==> src/rtl/multicycle_controller.sv <==
// rtl/multicycle_controller.sv - multicycle core control FSM; MULTICYCLE_PERF_COUNTERS_EN adds cycle/instruction counters
module multicycle_controller #(
    parameter int CNT_W = 32
) (
    input  logic             clk,
    input  logic             rst,
    input  logic [6:0]       instrOpcode,
    input  logic             branchTaken,
    input  logic             memReady,
    output logic             memReq,
    output logic             memWe,
    output logic             memAddrSel,
    output logic             irWrite,
    output logic             pcWrite,
    output logic [1:0]       pcSrc,
    output logic [1:0]       aluOp,
    output logic             aluUseImm,
    output logic             regWrite,
    output logic [1:0]       wbSel,
    output logic             instrRetired,
    output logic             halt
`ifdef MULTICYCLE_PERF_COUNTERS_EN
    ,
    output logic [CNT_W-1:0] cycleCount,
    output logic [CNT_W-1:0] instrCount
`endif
);
    typedef enum logic [2:0] {FETCH, DECODE, EXEC, MEM, WB, HALT} state_t;
    typedef enum logic [2:0] {CL_R, CL_I, CL_LOAD, CL_STORE, CL_BR, CL_JAL, CL_JALR, CL_LUI} iclass_t;

    state_t  state, nextState;
    iclass_t iclass, decClass;
    logic    decLegal;

    always_comb begin
        decLegal = 1'b1;
        decClass = CL_R;
        case (instrOpcode)
            7'b0110011: decClass = CL_R;
            7'b0010011: decClass = CL_I;
            7'b0000011: decClass = CL_LOAD;
            7'b0100011: decClass = CL_STORE;
            7'b1100011: decClass = CL_BR;
            7'b1101111: decClass = CL_JAL;
            7'b1100111: decClass = CL_JALR;
            7'b0110111: decClass = CL_LUI;
            default:    decLegal = 1'b0;
        endcase
    end

    // The class is captured once in DECODE so later states do not depend on the opcode staying stable.
    always_ff @(posedge clk) begin
        if (rst) begin
            state  <= FETCH;
            iclass <= CL_R;
        end else begin
            state <= nextState;
            if (state == DECODE) iclass <= decClass;
        end
    end

    always_comb begin
        nextState = state;
        case (state)
            FETCH:  if (memReady) nextState = DECODE;
            DECODE: nextState = decLegal ? EXEC : HALT;
            EXEC: begin
                case (iclass)
                    CL_BR:             nextState = FETCH;
                    CL_LOAD, CL_STORE: nextState = MEM;
                    default:           nextState = WB;
                endcase
            end
            MEM:    if (memReady) nextState = (iclass == CL_STORE) ? FETCH : WB;
            WB:     nextState = FETCH;
            HALT:   nextState = HALT;
            default: nextState = FETCH;
        endcase
    end

    // Outputs stay low throughout reset, even with a memory request pending.
    always_comb begin
        memReq       = 1'b0;
        memWe        = 1'b0;
        memAddrSel   = 1'b0;
        irWrite      = 1'b0;
        pcWrite      = 1'b0;
        pcSrc        = 2'd0;
        aluOp        = 2'b00;
        aluUseImm    = 1'b0;
        regWrite     = 1'b0;
        wbSel        = 2'd0;
        instrRetired = 1'b0;
        halt         = 1'b0;
        if (!rst) begin
            case (state)
                FETCH: begin
                    memReq  = 1'b1;
                    irWrite = memReady;
                end
                EXEC: begin
                    case (iclass)
                        CL_R:              begin aluOp = 2'b10; aluUseImm = 1'b0; end
                        CL_I, CL_JALR:     begin aluOp = 2'b11; aluUseImm = 1'b1; end
                        CL_LOAD, CL_STORE: begin aluOp = 2'b00; aluUseImm = 1'b1; end
                        CL_BR:             begin aluOp = 2'b01; aluUseImm = 1'b0; end
                        default:           begin aluOp = 2'b00; aluUseImm = 1'b0; end
                    endcase
                    if (iclass == CL_BR) begin
                        pcWrite      = 1'b1;
                        pcSrc        = branchTaken ? 2'd1 : 2'd0;
                        instrRetired = 1'b1;
                    end
                end
                MEM: begin
                    memReq     = 1'b1;
                    memAddrSel = 1'b1;
                    memWe      = (iclass == CL_STORE);
                    if (memReady && iclass == CL_STORE) begin
                        pcWrite      = 1'b1;
                        instrRetired = 1'b1;
                    end
                end
                WB: begin
                    regWrite     = 1'b1;
                    pcWrite      = 1'b1;
                    instrRetired = 1'b1;
                    case (iclass)
                        CL_LOAD:          wbSel = 2'd1;
                        CL_JAL, CL_JALR:  wbSel = 2'd2;
                        CL_LUI:           wbSel = 2'd3;
                        default:          wbSel = 2'd0;
                    endcase
                    if (iclass == CL_JAL)       pcSrc = 2'd1;
                    else if (iclass == CL_JALR) pcSrc = 2'd2;
                end
                HALT:    halt = 1'b1;
                default: ;
            endcase
        end
    end

`ifdef MULTICYCLE_PERF_COUNTERS_EN
    always_ff @(posedge clk) begin
        if (rst) begin
            cycleCount <= '0;
            instrCount <= '0;
        end else begin
            if (state != HALT) cycleCount <= cycleCount + CNT_W'(1);
            if (instrRetired)  instrCount <= instrCount + CNT_W'(1);
        end
    end
`endif

endmodule
==> config.mk <==
export PLATFORM = sky130hd
export DESIGN_NAME = multicycle_controller
export DESIGN_NICKNAME = d
export VERILOG_FILES = /design/src/rtl/multicycle_controller.sv
export SDC_FILE = /design/constraint.sdc
export NUM_CORES = 1
export LEC_CHECK = 0
export ABC_AREA = 0
export BUFFER_PORTS_ARGS = -buffer_cell sky130_fd_sc_hd__buf_2
export CAP_MARGIN = 10
export CORE_MARGIN = 4
export CORE_UTILIZATION = 51
export CTS_CLUSTER_SIZE = 25
export DETAILED_ROUTE_END_ITERATION = 12
export PLACE_DENSITY = 0.93
export SKIP_LAST_GASP = 1
export SYNTH_ARGS = -nofsm -noshare
export SYNTH_HDL_FRONTEND = slang
export SYNTH_SLANG_ARGS = --single-unit
export TNS_END_PERCENT = 100
==> constraint.sdc <==
create_clock -name clk -period 2.7 [get_ports clk]
set_clock_uncertainty 0.05 [all_clocks]
set_input_delay 0.675 -clock clk [delete_from_list [all_inputs] [get_ports clk]]
set_output_delay 0.675 -clock clk [all_outputs]
set_load 0.05 [all_outputs]
**Word-level counts from Yosys, hierarchy flattened**

Index checks and enable logic that the tools add are counted.

- Register bits after elaboration: 6
- Input port bits: 11
- Output and inout port bits: 15
- Logic and storage cells: 73

- Equality and inequality tests: 22
- Muxes and demuxes: 39
- Reduce and logical (&&, ||, !) cells: 10

Operators by type and width:

| cell | number |
|---|---|
| 7-bit by 6-bit == test with 1-bit output (second input constant) | 3 |
| 7-bit == test (second input constant) | 3 |
| 1-bit two-way mux | 21 |
| 3-bit case mux with 7 select lines | 1 |
| 3-bit == test (second input constant) | 6 |
| 3-bit case mux with 5 select lines | 1 |
| 2-bit two-way mux | 7 |
| 3-bit by 2-bit == test with 1-bit output (second input constant) | 4 |
| 3-bit two-way mux | 4 |
| 2-bit case mux with 3 select lines | 2 |
| 2-bit OR reduction | 4 |
| 8-bit OR reduction | 1 |
| 7-bit by 2-bit == test with 1-bit output (second input constant) | 1 |
| 7-bit by 5-bit == test with 1-bit output (second input constant) | 1 |
| 3-bit by 1-bit == test with 1-bit output (second input constant) | 2 |
| 3-bit zero test | 2 |
| 3-bit case mux with 2 select lines | 1 |
| 2-bit inequality test (second input constant) | 2 |
| 2-bit case mux with 2 select lines | 1 |
| 4-bit OR reduction | 1 |
| 1-bit case mux with 3 select lines | 1 |
| 2-bit AND reduction | 1 |
| 1-bit logical AND | 1 |

**Depth between registers and ports, before layout**

- Depth after elaboration: 5
- Gate-level depth with buffers: 6
- Mapped depth without buffers: 4

**Worst setup path before layout**

No wires, ideal clock.

- Path kind: input -> output
- From: in rst
- To: out memReq
- Arrival: 2,499 ps
- Data required time: 1,975 ps
- Path slack: -524 ps
- Stages: 2
- Path buffers: 1
- Cells stage by stage: buf_2 > nor4b_1

- Cells in the longest elaborated chain, start to end: 1

RTL lines:

| what | RTL line | text |
|---|---|---|
| from (decl) | 6 | `input logic rst,` |
| 1-bit two-way mux | 95 | `if (!rst) begin` |
| to (decl) | 10 | `output logic memReq,` |

Every way passes these cells.

**Final worst setup path**

- From: reg state[1]
- To: out pcSrc[0]

- Cells in the longest elaborated chain, start to end: 3
- Elaborated cells on any way between the ends: 4
- Those cells by class: eq/ne (2); mux (2)

RTL lines:

| what | RTL line | text |
|---|---|---|
| from (decl) | 31 | `state_t state, nextState;` |
| from (signal assigned) | 57 | `state <= nextState;` |
| 3-bit == test or 3-bit by 2-bit == test with 1-bit output (tied branches) | 96 | `case (state)` |
| 2-bit case mux with 2 select lines * | 96 |  |
| 2-bit two-way mux * | 95 |  |
| to (decl) | 15 | `output logic [1:0] pcSrc,` |

Every way passes the cells marked *; elsewhere a longest branch is shown, timed or not.

==> impl_metrics.json <==
{
  "status": "finished, final reports clean",
  "start_util_pct": 54.7,
  "relSlewSlack_pct": 73.0,
  "grt_pass1_vias": 730,
  "die-area_um2": 2060,
  "syn-cell-area_um2": 712,
  "drv_slew": 0,
  "synth_edf_count": 0,
  "antenna_cells": 0,
  "area_growth_pct": 20.2,
  "hp-class": "flip-flop to flip-flop",
  "crit_fanout": 11,
  "pin_count": 26,
  "period_share_pct": 96.3,
  "setup_viol_count_final": 0,
  "power_density_nw_per_um2": 316,
  "fin_crit_ns": 2.60,
  "cts_buffers": 3,
  "die_h_um": 45.4,
  "routed_wl_mm": 1.87,
  "core_um2": 1300,
  "yosysSeqAreaShare_pct": 16.9,
  "via_per_inst": 5.84,
  "crit_type": "flip-flop to output port",
  "yosysWarnings": 0,
  "vias": 789,
  "dp_hpwl_mm": 1.49,
  "endpoint": "pcSrc[0]",
  "avgRoutedWirePerCell_um": 13.9,
  "drt_pass1_iterations": 5,
  "ctsHoldBuffers": 0,
  "synth_ff_type": "dfxtp_1",
  "ff2ff_setup_slack_ns": 1.25,
  "finalHoldViolCount": 0,
  "start_kind": "flip-flop",
  "ff2ff_path_depth": 5,
  "antenna_found_initial": 0,
  "cts_tree": "done",
  "grt_overflow_total": 0,
  "critPathRequiredTime_ns": 1.98,
  "drive_gt1_share_pct": 34.2,
  "cp.arrival_ns": 1.88,
  "startpoint": "state[1]$_SDFFE_PP0P_",
  "grt_pass1_wl_mm": 3.07,
  "synthCells": 98,
  "track_usage_pct": 20.1,
  "yosysUniqueCellTypes": 42,
  "clk_pin_slew_ns": 0.04,
  "clk_latency_ns": 0.25,
  "cts_resized": 0,
  "whs_ns": 0.541,
  "synth_nets": 109,
  "h-tree-depth": 1,
  "drt_iter0_drc": 15,
  "finalNonFillerCells": 135,
  "leakagePower_nw": 0.371,
  "rsz0062_at_grt": "false",
  "numClockSinks": 6,
  "peakVddDrop_uv": 228,
  "port-buffer-count": 25,
  "gp_congestion": 0.802,
  "drv_cap": 0,
  "die_w_um": 45.4,
  "grt_max_degree": 12,
  "worst_pin_slew_ns": 0.404,
  "setup_slack_ns": 0.0998,
  "fin_nets": 133,
  "worst_setup_path_end_kind": "output port",
  "cts_buffer_depth": 2,
  "drtAntennaViolNets": 0,
  "dp_slack_ns": 0.183,
  "place_inst": 132,
  "drc": 0,
  "final_util_pct": 65.8,
  "ys_async_sr_fraction_pct": 0,
  "rows": 13,
  "reg2reg_from": "state[1]$_SDFFE_PP0P_",
  "synth_area_per_cell_um2": 7.26,
  "clk_root_buffer_cell": "clkbuf_4",
  "post-cts-setup-buffers": 0,
  "max_freq_ghz": 0.385,
  "synth_seq_cells": 6,
  "fill_cells": 122,
  "rr_endpoint": "state[0]$_SDFFE_PP0P_"
}
## metal layers
layer / vias up / GRT usage (%) / share of wire (%)
li1: 400 / - / -
met1: 354 / 23.9 / 45
met2: 31 / 36.4 / 46
met3: 4 / 1.20 / 7.1
met4: 0 / 8.77 / 1.9
met5: - / 0 / 0
## per-stage QoR
stage | area, um^2 | power, W | setup TNS (ns)
3_3_place_gp | 833 | 0.000185 | 0
5_1_grt | 856 | 0.000288 | 0
6_report | 856 | 0.000270 | 0
4_1_cts | 856 | 0.000270 | 0
2_1_floorplan | 724 | 0.000165 | -0.577
3_5_place_dp | 833 | 0.000188 | 0
## area by class of cell
class / count / area (um^2) / area share (%)
clock buffers: 3 / 22.5 / 2.63
inverters: 4 / 15.0 / 1.75
multi-input cells: 80 / 539 / 63.0
flip-flops and latches: 6 / 120 / 14.0
well taps: 15 / 18.8 / 2.19
repair buffers: 27 / 140 / 16.4
## worst max-delay path, stage by stage, from the launching register on
cell       delay [ns]
dfxtp_1          0.56
and2b_2          0.26
nand3b_1         0.12
a2111oi_2        0.37
buf_2            0.32
## logic make-up (layout without fill, tap and decap cells)
kind of cell    Yosys count  in the layout  share of synthesized area [%]
flops                     6              6                           16.9
buf+inv                  12             34                           9.14
simple gates             48             48                           37.8
mux                       2              2                           2.99
compound gates           29             29                           32.0
xor+xnor                  1              1                           1.23
## sequential cells by signal, indices dropped and copies added, names as in the netlist
register	count
iclass	3
state	3
## layout by cell type, fill, tap and decap left out, types with 2 or more instances in the layout
master      n
o2bb2ai_1   2
o21ai_0     5
a211oi_2    3
nor2b_1     2
buf_4       2
clkbuf_4    3
or3_1       3
nor2_1     13
inv_1       4
a21oi_1     5
nand2b_1   10
buf_2      25
dfxtp_1     6
a31oi_1     2
and3_1      2
nand2_1     9
## synth_stat cells, types with 2 or more instances
library cell | number | area [um^2]
a211oi_2 | 2 | 25.0
a21oi_1 | 5 | 25.0
a31oi_1 | 2 | 12.5
and3_1 | 2 | 12.5
buf_2 | 4 | 20.0
buf_4 | 2 | 15.0
dfxtp_1 | 6 | 120
inv_1 | 4 | 15.0
nand2_1 | 9 | 33.8
nand2b_1 | 10 | 62.6
nor2_1 | 13 | 48.8
nor2b_1 | 2 | 12.5
o21ai_0 | 5 | 25.0
o2bb2ai_1 | 2 | 17.5
or3_1 | 3 | 18.8
## worst min-delay path by stage
stage	slack (ns)	end	cells after the start	from
final	0.54	iclass[1]$_SDFFE_PP0P_	1	iclass[1]$_SDFFE_PP0P_
after global routing	0.59	iclass[1]$_SDFFE_PP0P_	1	iclass[1]$_SDFFE_PP0P_
after CTS	0.54	iclass[1]$_SDFFE_PP0P_	1	iclass[1]$_SDFFE_PP0P_
after detailed placement	0.54	iclass[1]$_SDFFE_PP0P_	1	iclass[1]$_SDFFE_PP0P_
after global placement	0.52	iclass[1]$_SDFFE_PP0P_	1	iclass[1]$_SDFFE_PP0P_
after floorplan	0.54	iclass[1]$_SDFFE_PP0P_	2	iclass[1]$_SDFFE_PP0P_
## report_power, final
group	switching, W	total, W	internal [W]
Sequential	0.00000890	0.000101	0.0000921
Clock	0.0000332	0.0000835	0.0000503
Combinational	0.0000538	0.0000858	0.0000320
(Power assumes the default switching activity.)
